<file path="src/rtl/mem_sp_ctrl.sv">
// -----------------------------------------------------------------------------
// mem_sp_ctrl -- single-port synchronous memory controller with a self-clearing
// sweep. After reset (or an init_req pulse) every word is written with
// INIT_VALUE, one word per cycle. Only after that are accesses accepted.
// Reads are pipelined with a latency of RD_LATENCY (1 or 2) cycles.
//
// Parameters
//   ADDR_WIDTH  address bus width
//   DATA_WIDTH  data word width
//   DEPTH       number of words, 2..2**ADDR_WIDTH
//   RD_LATENCY  read latency in cycles, 1 or 2
//   INIT_VALUE  word written to every location by the clear sweep
//
// Ports
//   clk       rising-edge clock
//   rst_n     asynchronous active-low reset
//   cs        chip select; an access is requested when high
//   mem_en    access direction: 1 = write, 0 = read
//   addr      word address
//   data_in   write data
//   init_req  single-cycle pulse requesting a clear sweep
//   data_out  read data; holds the last read value between reads
//   rd_valid  one-cycle pulse marking data_out as new
//   ready     high when accesses are accepted
//   addr_err  one-cycle pulse after an out-of-range access
// -----------------------------------------------------------------------------
module mem_sp_ctrl #(
  parameter int                    ADDR_WIDTH = 4,
  parameter int                    DATA_WIDTH = 8,
  parameter int                    DEPTH      = 16,
  parameter int                    RD_LATENCY = 1,
  parameter logic [DATA_WIDTH-1:0] INIT_VALUE = '0
) (
  input  logic                  clk,
  input  logic                  rst_n,
  input  logic                  cs,
  input  logic                  mem_en,
  input  logic [ADDR_WIDTH-1:0] addr,
  input  logic [DATA_WIDTH-1:0] data_in,
  input  logic                  init_req,
  output logic [DATA_WIDTH-1:0] data_out,
  output logic                  rd_valid,
  output logic                  ready,
  output logic                  addr_err
);

  // Index width of the storage array; never wider than the address bus
  // because DEPTH <= 2**ADDR_WIDTH.
  localparam int                    IDX_W    = $clog2(DEPTH);
  localparam logic [ADDR_WIDTH:0]   DEPTH_L  = (ADDR_WIDTH + 1)'(DEPTH);
  localparam logic [IDX_W-1:0]      LAST_IDX = IDX_W'(DEPTH - 1);

  typedef enum logic {
    CLEAR,
    READY
  } state_t;

  state_t                  state;
  logic [IDX_W-1:0]        clr_cnt;
  logic [DATA_WIDTH-1:0]   mem [DEPTH];

  logic                    in_range;
  logic                    acc_req;
  logic                    wr_en;
  logic                    rd_req;
  logic [IDX_W-1:0]        idx;
  logic [DATA_WIDTH-1:0]   rd_word;

  // ---------------------------------------------------------------------------
  // Request decode. Accesses are only seen while ready is high, so every
  // request arriving during a sweep is dropped here.
  // ---------------------------------------------------------------------------
  assign in_range = ({1'b0, addr} < DEPTH_L);
  assign acc_req  = cs & ready;
  assign wr_en    = acc_req & mem_en & in_range;
  assign rd_req   = acc_req & ~mem_en;
  assign idx      = addr[IDX_W-1:0];

  // NOTE: every signal assigned in always_comb gets a default first, so no
  // path leaves it unassigned and no latch is inferred.
  always_comb begin
    rd_word = '0;
    if (in_range) begin
      rd_word = mem[idx];
    end
  end

  // ---------------------------------------------------------------------------
  // Control FSM. ready is kept as its own flop so it changes together with
  // the state and never glitches.
  // ---------------------------------------------------------------------------
  // NOTE: sequential state uses non-blocking (<=) assignments only, so all
  // flops sample the pre-edge values regardless of statement order.
  always_ff @(posedge clk or negedge rst_n) begin
    if (!rst_n) begin
      state   <= CLEAR;
      clr_cnt <= '0;
      ready   <= 1'b0;
    end else begin
      case (state)
        CLEAR: begin
          if (init_req) begin
            clr_cnt <= '0;
          end else if (clr_cnt == LAST_IDX) begin
            state   <= READY;
            ready   <= 1'b1;
            clr_cnt <= '0;
          end else begin
            clr_cnt <= clr_cnt + 1'b1;
          end
        end
        READY: begin
          // An access presented alongside init_req is still honoured, since
          // ready is high for this edge.
          if (init_req) begin
            state   <= CLEAR;
            ready   <= 1'b0;
            clr_cnt <= '0;
          end
        end
      endcase
    end
  end

  // ---------------------------------------------------------------------------
  // Storage. The sweep owns the write port while clearing; user writes only
  // happen in READY.
  // ---------------------------------------------------------------------------
  // NOTE: the array has no reset; its contents become defined by the clear
  // sweep, which keeps it mappable onto plain RAM.
  always_ff @(posedge clk) begin
    if (state == CLEAR) begin
      mem[clr_cnt] <= INIT_VALUE;
    end else if (wr_en) begin
      mem[idx] <= data_in;
    end
  end

  // ---------------------------------------------------------------------------
  // Read pipeline, first stage. Out-of-range reads travel through with a
  // zero word so they still produce rd_valid at the normal latency. The data
  // register only loads on a read, so the output holds when idle.
  // ---------------------------------------------------------------------------
  logic                  s1_valid;
  logic [DATA_WIDTH-1:0] s1_data;

  always_ff @(posedge clk or negedge rst_n) begin
    if (!rst_n) begin
      s1_valid <= 1'b0;
      s1_data  <= '0;
      addr_err <= 1'b0;
    end else begin
      s1_valid <= rd_req;
      addr_err <= acc_req & ~in_range;
      if (rd_req) begin
        s1_data <= rd_word;
      end
    end
  end

  // Second stage only exists for RD_LATENCY == 2. Reads already in flight
  // are unaffected by a sweep starting; only rst_n flushes them.
  if (RD_LATENCY == 2) begin : g_lat2
    logic                  s2_valid;
    logic [DATA_WIDTH-1:0] s2_data;

    always_ff @(posedge clk or negedge rst_n) begin
      if (!rst_n) begin
        s2_valid <= 1'b0;
        s2_data  <= '0;
      end else begin
        s2_valid <= s1_valid;
        if (s1_valid) begin
          s2_data <= s1_data;
        end
      end
    end

    assign rd_valid = s2_valid;
    assign data_out = s2_data;
  end else begin : g_lat1
    assign rd_valid = s1_valid;
    assign data_out = s1_data;
  end

endmodule

</file>
<file path="config.mk">
export PLATFORM = sky130hd
export DESIGN_NAME = mem_sp_ctrl
export DESIGN_NICKNAME = d
export VERILOG_FILES = /design/src/rtl/mem_sp_ctrl.sv
export SDC_FILE = /design/constraint.sdc
export NUM_CORES = 1
export LEC_CHECK = 0
export BUFFER_PORTS_ARGS = -buffer_cell sky130_fd_sc_hd__buf_2
export CORE_AREA = 10 10 140 142
export CTS_CLUSTER_DIAMETER = 200
export DETAILED_ROUTE_END_ITERATION = 7
export DIE_AREA = 0 0 150 152
export GPL_TIMING_DRIVEN = 1
export PLACE_DENSITY = 0.61
export SKIP_CTS_REPAIR_TIMING = 1
export SLEW_MARGIN = 20
export SYNTH_ARGS = -nofsm -noshare
export SYNTH_HDL_FRONTEND = slang
export SYNTH_SLANG_ARGS = --single-unit
</file>
<file path="constraint.sdc">
create_clock -name clk -period 2.55 [get_ports clk]
set_input_delay 0.255 -clock clk [delete_from_list [all_inputs] [get_ports clk]]
set_output_delay 0.255 -clock clk [all_outputs]
set_load 0.05 [all_outputs]
</file>
==> results.cfg, run 1 <==
[synthesis]
synth_xor_area_share_pct = 0.152
syn_nets = 310
yosysSeqAreaShare_pct = 73.1
synth_ff_type = edfxtp_1
avgSynthCellArea_um2 = 19.8
ys_types = 34
ys_seq_elements = 143
synthSimpleGateAreaFrac_pct = 4.83
synth_compound_area_share_pct = 2.25
synthAdderAreaFrac_pct = 0.217
synth-edff-count = 128
synth_top_family_by_area = multiplexers
netlist_area_mm2 = 0.00577
ys_warn_count = 0
synth.area.mux_share_pct = 17.4
synthArstFlopShare_pct = 10.5
synthCells = 292

[clocking]
clockBufferDepth = 2
clock_latency_ns = 0.41
clock-sinks = 143
cts_buffers = 17
clkTransAtPathRegs_ns = 0.05
cts-root-buf = clkbuf_16
cts_tree = yes
h-tree-depth = 4

[grt]
overflow = 0
grt_max_degree = 35
antenna_found_initial = 0
grt_pass1_wl_um = 18500
grt_usage_pct = 11.1
grt_pass1_vias = 2942

[critical_path]
r2r-start = ready
rr_endpoint = mem[1][0]
worst_ep_arrival_time_ns = 2.20
cp_max_fo = 10
rr_worst_depth = 4
critPathSlowestCell = nor2_1
critPathBufInv = 1
critical_path.top_delay_family = simple AND/OR/NAND/NOR gates
path_class = flip-flop to flip-flop
cp-end-kind = flip-flop
path_cells = and4_1 > buf_4 > a31oi_1 > nor2_1
max_stage_delay_ns = 0.63
required_ns = 2.59
startpoint_type = flip-flop
r2r_setup_slack_ns = 0.39

[min_path]
worstHoldPathCells = 2
min_to = clr_cnt[2]
min_path_type = input port to flip-flop
min-delay-start = init_req

[final_layout]
seqCellArea_mm2 = 0.00422
drive_above_1_share_pct = 27.8
fin_nets = 365
final_common_cell = edfxtp_1
stdcell_area_mm2 = 0.00692
multiInputGateArea_mm2 = 0.00146
finalNonFillerCells = 585
final_core_util_pct = 40.8
final_cell_mix = 128 x edfxtp_1, 26 x buf_2, 22 x clkbuf_16, 22 x buf_4, 21 x mux2i_1
n_fill_cell = 1510
diodes = 0
area_delta_synth_final_pct = 19.8

[timing]
max_freq_mhz = 462
hold_viol_final = 0
tns_ns = 0
grt_setup_unrepaired = false
worstMarginPinSlew_ns = 0.793
setup_viol = 0
slew_headroom_pct = 46.9
clock-skew-final_ns = 0.00644
post-route-period-util_pct = 84.8
drv_slew = 0
finalCriticalPeriod_ns = 2.16

[routing]
met2WireLength_um = 5830
vias = 2914
drc_errors = 0
top_layer = met4
wl_per_cell_um = 21.0
ant_nets = 0
wl_met1_um = 5460
dr.pass1.iters = 4
wl_met3_um = 740
drt_iter0_drc = 162
routed_via_density = 4.98
wl_um = 12300

[power_and_ir_drop]
peakVddDrop_v = 0.000419
power_mw = 5.49
leakagePower_nw = 2.70
cellPowerDensity_mw_per_mm2 = 795

[floorplanning]
die_y_um = 152
die_area_mm2 = 0.0228
initial_core_util_pct = 34.1
dieWidth_um = 150
design.core.area_mm2 = 0.0169
num_rows = 48
io_pins = 28

[placed_design]
dp.cells = 552
routabilityCongestion = 0.830
dpl.hpwl_um = 8460
io_buffers = 26
postPlaceCellArea_mm2 = 0.00628

[status]
status = finished clean

[flow_run]
drv_cap = 0
-- cells by family (layout without fill, tap and decap cells) --
family | after synthesis | in the layout
DFF | 143 | 143
and+or+nand+nor | 58 | 58
muxes | 54 | 54
AOI/OAI and AO/OA | 17 | 17
buffers and inverters | 17 | 85
adders and majority gates | 1 | 1
other | 1 | 1
xor gates and xnor gates | 1 | 1
-- synth_stat cells, types with 2 or more instances --
library cell  number  area, µm²
o221ai_1           8       70.1
mux4_2            16        360
dfrtp_1           15        375
a31oi_1            2       12.5
buf_2              4       20.0
buf_6              2       22.5
clkbuf_1           4       15.0
nand2_1           14       52.6
mux2i_1           21        210
edfxtp_1         128       3840
nor3_1             9       45.0
and2_1             8       50.1
buf_4              2       15.0
a21oi_1            2       10.0
nor2_1            16       60.1
nor2b_1            6       37.5
mux4_1            16        420
inv_1              3       11.3
-- flip-flops by register name, indices dropped and copies added, names as in the netlist --
signal,flops
ready,1
state,1
clr_cnt,4
rd_valid,1
data_out,8
mem,128
-- power by group --
group / leakage (nW) / internal, mW / total [mW] / switching [mW]
Sequential: 1.57 / 2.60 / 2.64 / 0.0381
Clock: 0.313 / 1.59 / 2.48 / 0.891
Combinational: 0.813 / 0.125 / 0.381 / 0.256
-- metal layers --
layer / vias up / GRT usage, %
met2: 87 / 16.4
met4: 0 / 4.86
met5: - / 0
met1: 1502 / 14.8
met3: 18 / 3.33
li1: 1307 / -
-- worst max-delay path by stage --
| stage | to | depth (start not counted) | start |
|---|---|---|---|
| 6_report | mem[1][0] | 4 | ready |
| 3_3_place_gp | mem[13][6] | 3 | ready |
| 4_1_cts | mem[1][2] | 4 | ready |
| 3_5_place_dp | mem[1][7] | 4 | ready |
| 2_1_floorplan | mem[15][0] | 4 | ready |
| 5_1_grt | mem[1][0] | 4 | ready |
-- layout make-up --
cell class                      instances  area share (%)
Inverter                                3           0.163
Multi-Input combinational cell        132            21.1
Clock buffer                           26            8.47
Timing Repair Buffer                   50            4.70
Clock inverter                          6           0.525
Sequential cell                       143            61.0
Tap cell                              225            4.07
-- stage by stage --
stage	hold slack, ns	setup WS (ns)
detailed placement	0.180	0.374
finish	0.104	0.387
floorplan	-0.0406	0.0765
CTS	-0.265	0.357
global route	0.102	0.193
global placement	0.176	0.151
No activity file was read; power rests on OpenSTA's default activity.
==> inputs of run 2 (changes only) <==
--- a/config.mk
+++ b/config.mk
@@ -11,7 +11,7 @@
 export DETAILED_ROUTE_END_ITERATION = 7
 export DIE_AREA = 0 0 150 152
 export GPL_TIMING_DRIVEN = 1
-export PLACE_DENSITY = 0.61
+export PLACE_DENSITY = 0.63
 export SKIP_CTS_REPAIR_TIMING = 1
 export SLEW_MARGIN = 20
 export SYNTH_ARGS = -nofsm -noshare
==> constraint.sdc (replaced) <==
create_clock -name clk -period 1.8 [get_ports clk]
set_input_delay 0.18 -clock clk [delete_from_list [all_inputs] [get_ports clk]]
set_output_delay 0.18 -clock clk [all_outputs]
set_load 0.05 [all_outputs]
==> run 2 against run 1 <==
Against the previous run: total power rose by 43%; worst setup slack got worse by 0.36 ns; cell area rose by 6.7%; critical path depth rose by 2; clock skew fell by 0.0015 ns; combinational power rose by 73%; cell count rose by 2.6%; maximum frequency rose by 22%; die area did not move; non-clock buffer count rose by 15; critical endpoint is now mem[14][6].
==> results.cfg, run 2 (same netlist as run 1, synthesis figures left out) <==
[critical_path]
path_class = flip-flop to flip-flop
startpoint_type = flip-flop
cp_max_fo = 9
required_ns = 1.93
worst_ep_arrival_time_ns = 1.91
cp-end-kind = flip-flop

[status]
status = finished clean

[clocking]
cts_tree = yes
clkTransAtPathRegs_ns = 0.06
clock-sinks = 143
h-tree-depth = 4
cts-root-buf = clkbuf_16
cts_buffers = 17
clockBufferDepth = 2
clock_latency_ns = 0.41

[floorplanning]
dieWidth_um = 150
io_pins = 28
design.core.area_mm2 = 0.0169
num_rows = 48
die_y_um = 152
initial_core_util_pct = 34.1
die_area_mm2 = 0.0228

[power_and_ir_drop]
p_switching_mw = 1.80
p_seq_share_pct = 47.3
internal_power_mw = 6.09
peakVddDrop_v = 0.000573
p_comb_share_pct = 8.3
p_clk_share_pct = 44.3
power_mw = 7.88
swShare_pct = 22.8
cellPowerDensity_mw_per_mm2 = 1070
leakagePower_nw = 2.85

[routing]
drc_errors = 0
ant_nets = 0
wl_um = 12200
dr.pass1.iters = 4
vias = 2968
drt_iter0_drc = 295
routed_via_density = 4.95
wl_per_cell_um = 20.3

[timing]
finalCriticalPeriod_ns = 1.78
post-route-period-util_pct = 98.6
grt_setup_unrepaired = true
drv_slew = 0
setup_viol = 0
clock-skew-final_ns = 0.00493
layout_setup_ws_ns = 0.0246
max_freq_mhz = 563
slew_headroom_pct = 59.9
hold_viol_final = 0
worstMarginPinSlew_ns = 0.602

[final_layout]
n_fill_cell = 1472
largest_register_ffs = 128
final_cell_mix = 128 x edfxtp_1, 26 x buf_2, 23 x buf_4
area_delta_synth_final_pct = 27.8
fin_nets = 380
drive_above_1_share_pct = 37.1
diodes = 0
seqCellArea_mm2 = 0.00422
final_common_cell = edfxtp_1
multiInputGateArea_mm2 = 0.00166
final_core_util_pct = 43.6
regMostFlops = mem

[grt]
grt_pass1_vias = 3080
grt_pass1_wl_um = 18800
grt_max_degree = 18
grt_usage_pct = 11.1
overflow = 0
antenna_found_initial = 0

[placed_design]
dpl.hpwl_um = 8370
place_ws_ns = -0.0557
routabilityCongestion = 0.823
io_buffers = 26

[min_path]
min_path_type = input port to flip-flop

[flow_run]
drv_cap = 0
==> run 2: cell types whose count changed in the layout (fill, tap and decap cells not counted), sizes merged <==
cell      previous run  this run
bufinv               0         3
inv                  5         4
clkinv               4         5
buf                 49        64
clkbuf              26        17
clkinvlp             0         6
==> run 2: per-stage QoR <==
stage	hold slack [ns]	area (µm²)	cells	TNS (ns)
3_3_place_gp	0.117	6640	559	-0.259
5_1_grt	0.00944	7380	600	-0.474
4_1_cts	-0.334	7240	591	-0.905
6_report	0.0173	7380	600	0
2_1_floorplan	-0.116	5980	292	-1.55
3_5_place_dp	0.117	6640	559	-0.443
==> run 2: final cells by class <==
cell class	instances	share of cell area, %
Sequential cell	143	57.2
Multi-Input combinational cell	132	22.5
Timing Repair Buffer	65	8.31
Clock buffer	17	5.76
Tap cell	225	3.81
Clock inverter	15	2.31
Inverter	3	0.153
==> run 2: worst max-delay path: stages (launching register included) <==
cell and delay [ns]:
dfrtp_1 0.38, and4_4 0.20, buf_12 0.14, buf_4 0.14
mux2i_4 0.22, nor3_4 0.25, buf_12 0.16
==> run 2: per-layer routing <==
layer | wire [µm] | GRT usage, % | part of all wire, % | vias to the layer above
met2 | 5880 | 16.7 | 48 | 74
met1 | 5430 | 14.6 | 45 | 1538
li1 | - | - | - | 1342
met4 | 257 | 4.58 | 2.1 | 0
met5 | 0 | 0 | 0 | -
met3 | 604 | 3.30 | 5.0 | 14
==> run 2: worst paths after layout <==
check	endpoint	depth (start not counted)	slack (ns)	start
worst max-delay path	mem[14][6]	6	0.02	state
worst min-delay path	clr_cnt[3]	2	0.02	init_req
worst max register to register	mem[14][6]	6	0.02	state
worst min register to register	data_out[4]	2	0.50	data_out[4]
max in group asynchronous	ready	2	1.29	rst_n
min in group asynchronous	clr_cnt[0]	2	0.22	rst_n
==> run 2: power groups by stage <==
stage	logic [mW]	registers, mW	clock network, mW
3_5_place_dp	0.648	3.79	0
2_1_floorplan	0.299	3.93	0
4_1_cts	0.649	3.73	3.56
6_report	0.658	3.73	3.50
3_3_place_gp	0.643	3.79	0
5_1_grt	0.698	3.74	3.70
==> inputs of run 3 (changes only) <==
--- a/config.mk
+++ b/config.mk
@@ -6,12 +6,12 @@
 export NUM_CORES = 1
 export LEC_CHECK = 0
 export BUFFER_PORTS_ARGS = -buffer_cell sky130_fd_sc_hd__buf_2
-export CORE_AREA = 10 10 140 142
+export CORE_AREA = 10 10 114 116
 export CTS_CLUSTER_DIAMETER = 200
 export DETAILED_ROUTE_END_ITERATION = 7
-export DIE_AREA = 0 0 150 152
+export DIE_AREA = 0 0 124 126
 export GPL_TIMING_DRIVEN = 1
-export PLACE_DENSITY = 0.63
+export PLACE_DENSITY = 0.85
 export SKIP_CTS_REPAIR_TIMING = 1
 export SLEW_MARGIN = 20
 export SYNTH_ARGS = -nofsm -noshare
==> run 3 against run 2 <==
Against the previous run: the flow now finishes with violations (negative setup slack); clock power fell by 2%; critical path depth is 1 lower; die area decreased by 31%; hold slack gained 0.098 ns; global-route usage up 6.7 points; maximum frequency fell by 2.2%; cell count down 14%; largest cell class unchanged.
==> results.cfg, run 3 (same netlist as run 1, synthesis figures left out) <==
[clocking]
clkTransAtPathRegs_ns = 0.07
clockBufferDepth = 2
clock_latency_ns = 0.53
cts_buffers = 17
clock-sinks = 143
h-tree-depth = 4
cts_tree = yes
cts-root-buf = clkbuf_8

[status]
status = complete, but fails checks
violations = negative setup slack

[routing]
wl_per_cell_um = 26.7
wl_um = 13800
vias = 3270
routed_via_density = 6.31
drc_errors = 0
dr.pass1.iters = 5
ant_nets = 0
drt_iter0_drc = 384

[floorplanning]
io_pins = 28
num_rows = 38
die_area_mm2 = 0.0156
design.core.area_mm2 = 0.0107
die_y_um = 126
initial_core_util_pct = 54.0
dieWidth_um = 124

[final_layout]
regMostFlops = mem
final_common_cell = edfxtp_1
fin_nets = 383
diodes = 0
drive_above_1_share_pct = 36.5
final_cell_mix = 128 x edfxtp_1, 26 x buf_2, 25 x buf_4
area_delta_synth_final_pct = 25.6
largest_register_ffs = 128

[grt]
grt_max_degree = 20
antenna_found_initial = 0
grt_pass1_wl_um = 20200
overflow = 0
grt_pass1_vias = 3277
grt_usage_pct = 17.8

[critical_path]
path_cells = and4_4 > buf_12 > mux2i_2 > nor3_4 > buf_4
startpoint_type = flip-flop
critPathSlowestCell = mux2i_2
path_class = flip-flop to flip-flop
required_ns = 2.09
cp_max_fo = 6
worst_ep_arrival_time_ns = 2.10
max_stage_delay_ns = 0.51
cp-end-kind = flip-flop
critPathBufInv = 2
critical_path.top_delay_family = multiplexers

[timing]
max_freq_mhz = 551
hold_viol_final = 0
finalCriticalPeriod_ns = 1.82
worstMarginPinSlew_ns = 0.698
layout_setup_ws_ns = -0.0152
slew_headroom_pct = 53.5
drv_slew = 0
whs_ns = 0.115
grt_setup_unrepaired = true
setup_viol = 13
post-route-period-util_pct = 101
clock-skew-final_ns = 0.00775

[placed_design]
routabilityCongestion = 0.877
dpl.hpwl_um = 8400
place_ws_ns = -0.0475
io_buffers = 26

[min_path]
min_path_type = input port to asynchronous set/reset pin

[power_and_ir_drop]
peakVddDrop_v = 0.000560
leakagePower_nw = 2.86
power_mw = 7.80
cellPowerDensity_mw_per_mm2 = 1080

[flow_run]
drv_cap = 0
==> run 3: changes by cell type in the layout (fill, tap and decap cells not counted), sizes merged <==
cell,change
buf,-1
clkinv,-1
bufinv,-1
clkbuf,+2
inv,+4
clkinvlp,-3
dlygate4sd3,+3
==> run 3: area by class of cell <==
cell class | instances | area [µm²]
clock buffers | 18 | 418
clock inverters | 14 | 156
fillers | 617 | 3440
inverters | 3 | 11.3
multi-input cells | 132 | 1650
flip-flops and latches | 143 | 4220
well taps | 140 | 175
repair buffers | 68 | 623
==> run 3: layer usage <==
metal / up-vias / GRT usage (%) / routed length [µm]
li1: 1355 / - / -
met1: 1666 / 22.4 / 5150
met2: 212 / 28.0 / 7020
met3: 37 / 4.83 / 1150
met4: 0 / 8.33 / 480
met5: - / 0 / 0
==> run 3: worst paths after layout <==
kind | start | end | slack (ns) | cells past startpoint
max | ready | mem[13][2] | -0.02 | 5
min | rst_n | data_out[4] | 0.12 | 2
max reg2reg | ready | mem[13][2] | -0.02 | 5
min reg2reg | data_out[4] | data_out[4] | 0.50 | 2
max in group asynchronous | rst_n | ready | 1.36 | 2
min in group clk | mem_en | data_out[4] | 0.23 | 5
==> run 3: through the flow <==
step | util, % | TNS (ns) | instance area, µm² | instances
after floorplan | - | -1.55 | 5980 | 292
after global placement | 60.7 | 0 | 6500 | 474
after detailed placement | 60.7 | -1.01 | 6500 | 474
after CTS | 66.1 | -2.79 | 7070 | 506
after global routing | 67.8 | -1.39 | 7250 | 518
final | 67.8 | -0.104 | 7250 | 518
==> run 3: power by group <==
| part | internal [mW] | total (mW) | switching, mW |
|---|---|---|---|
| sequential | 3.68 | 3.73 | 0.0511 |
| combinational | 0.224 | 0.655 | 0.431 |
| clock | 2.00 | 3.42 | 1.42 |
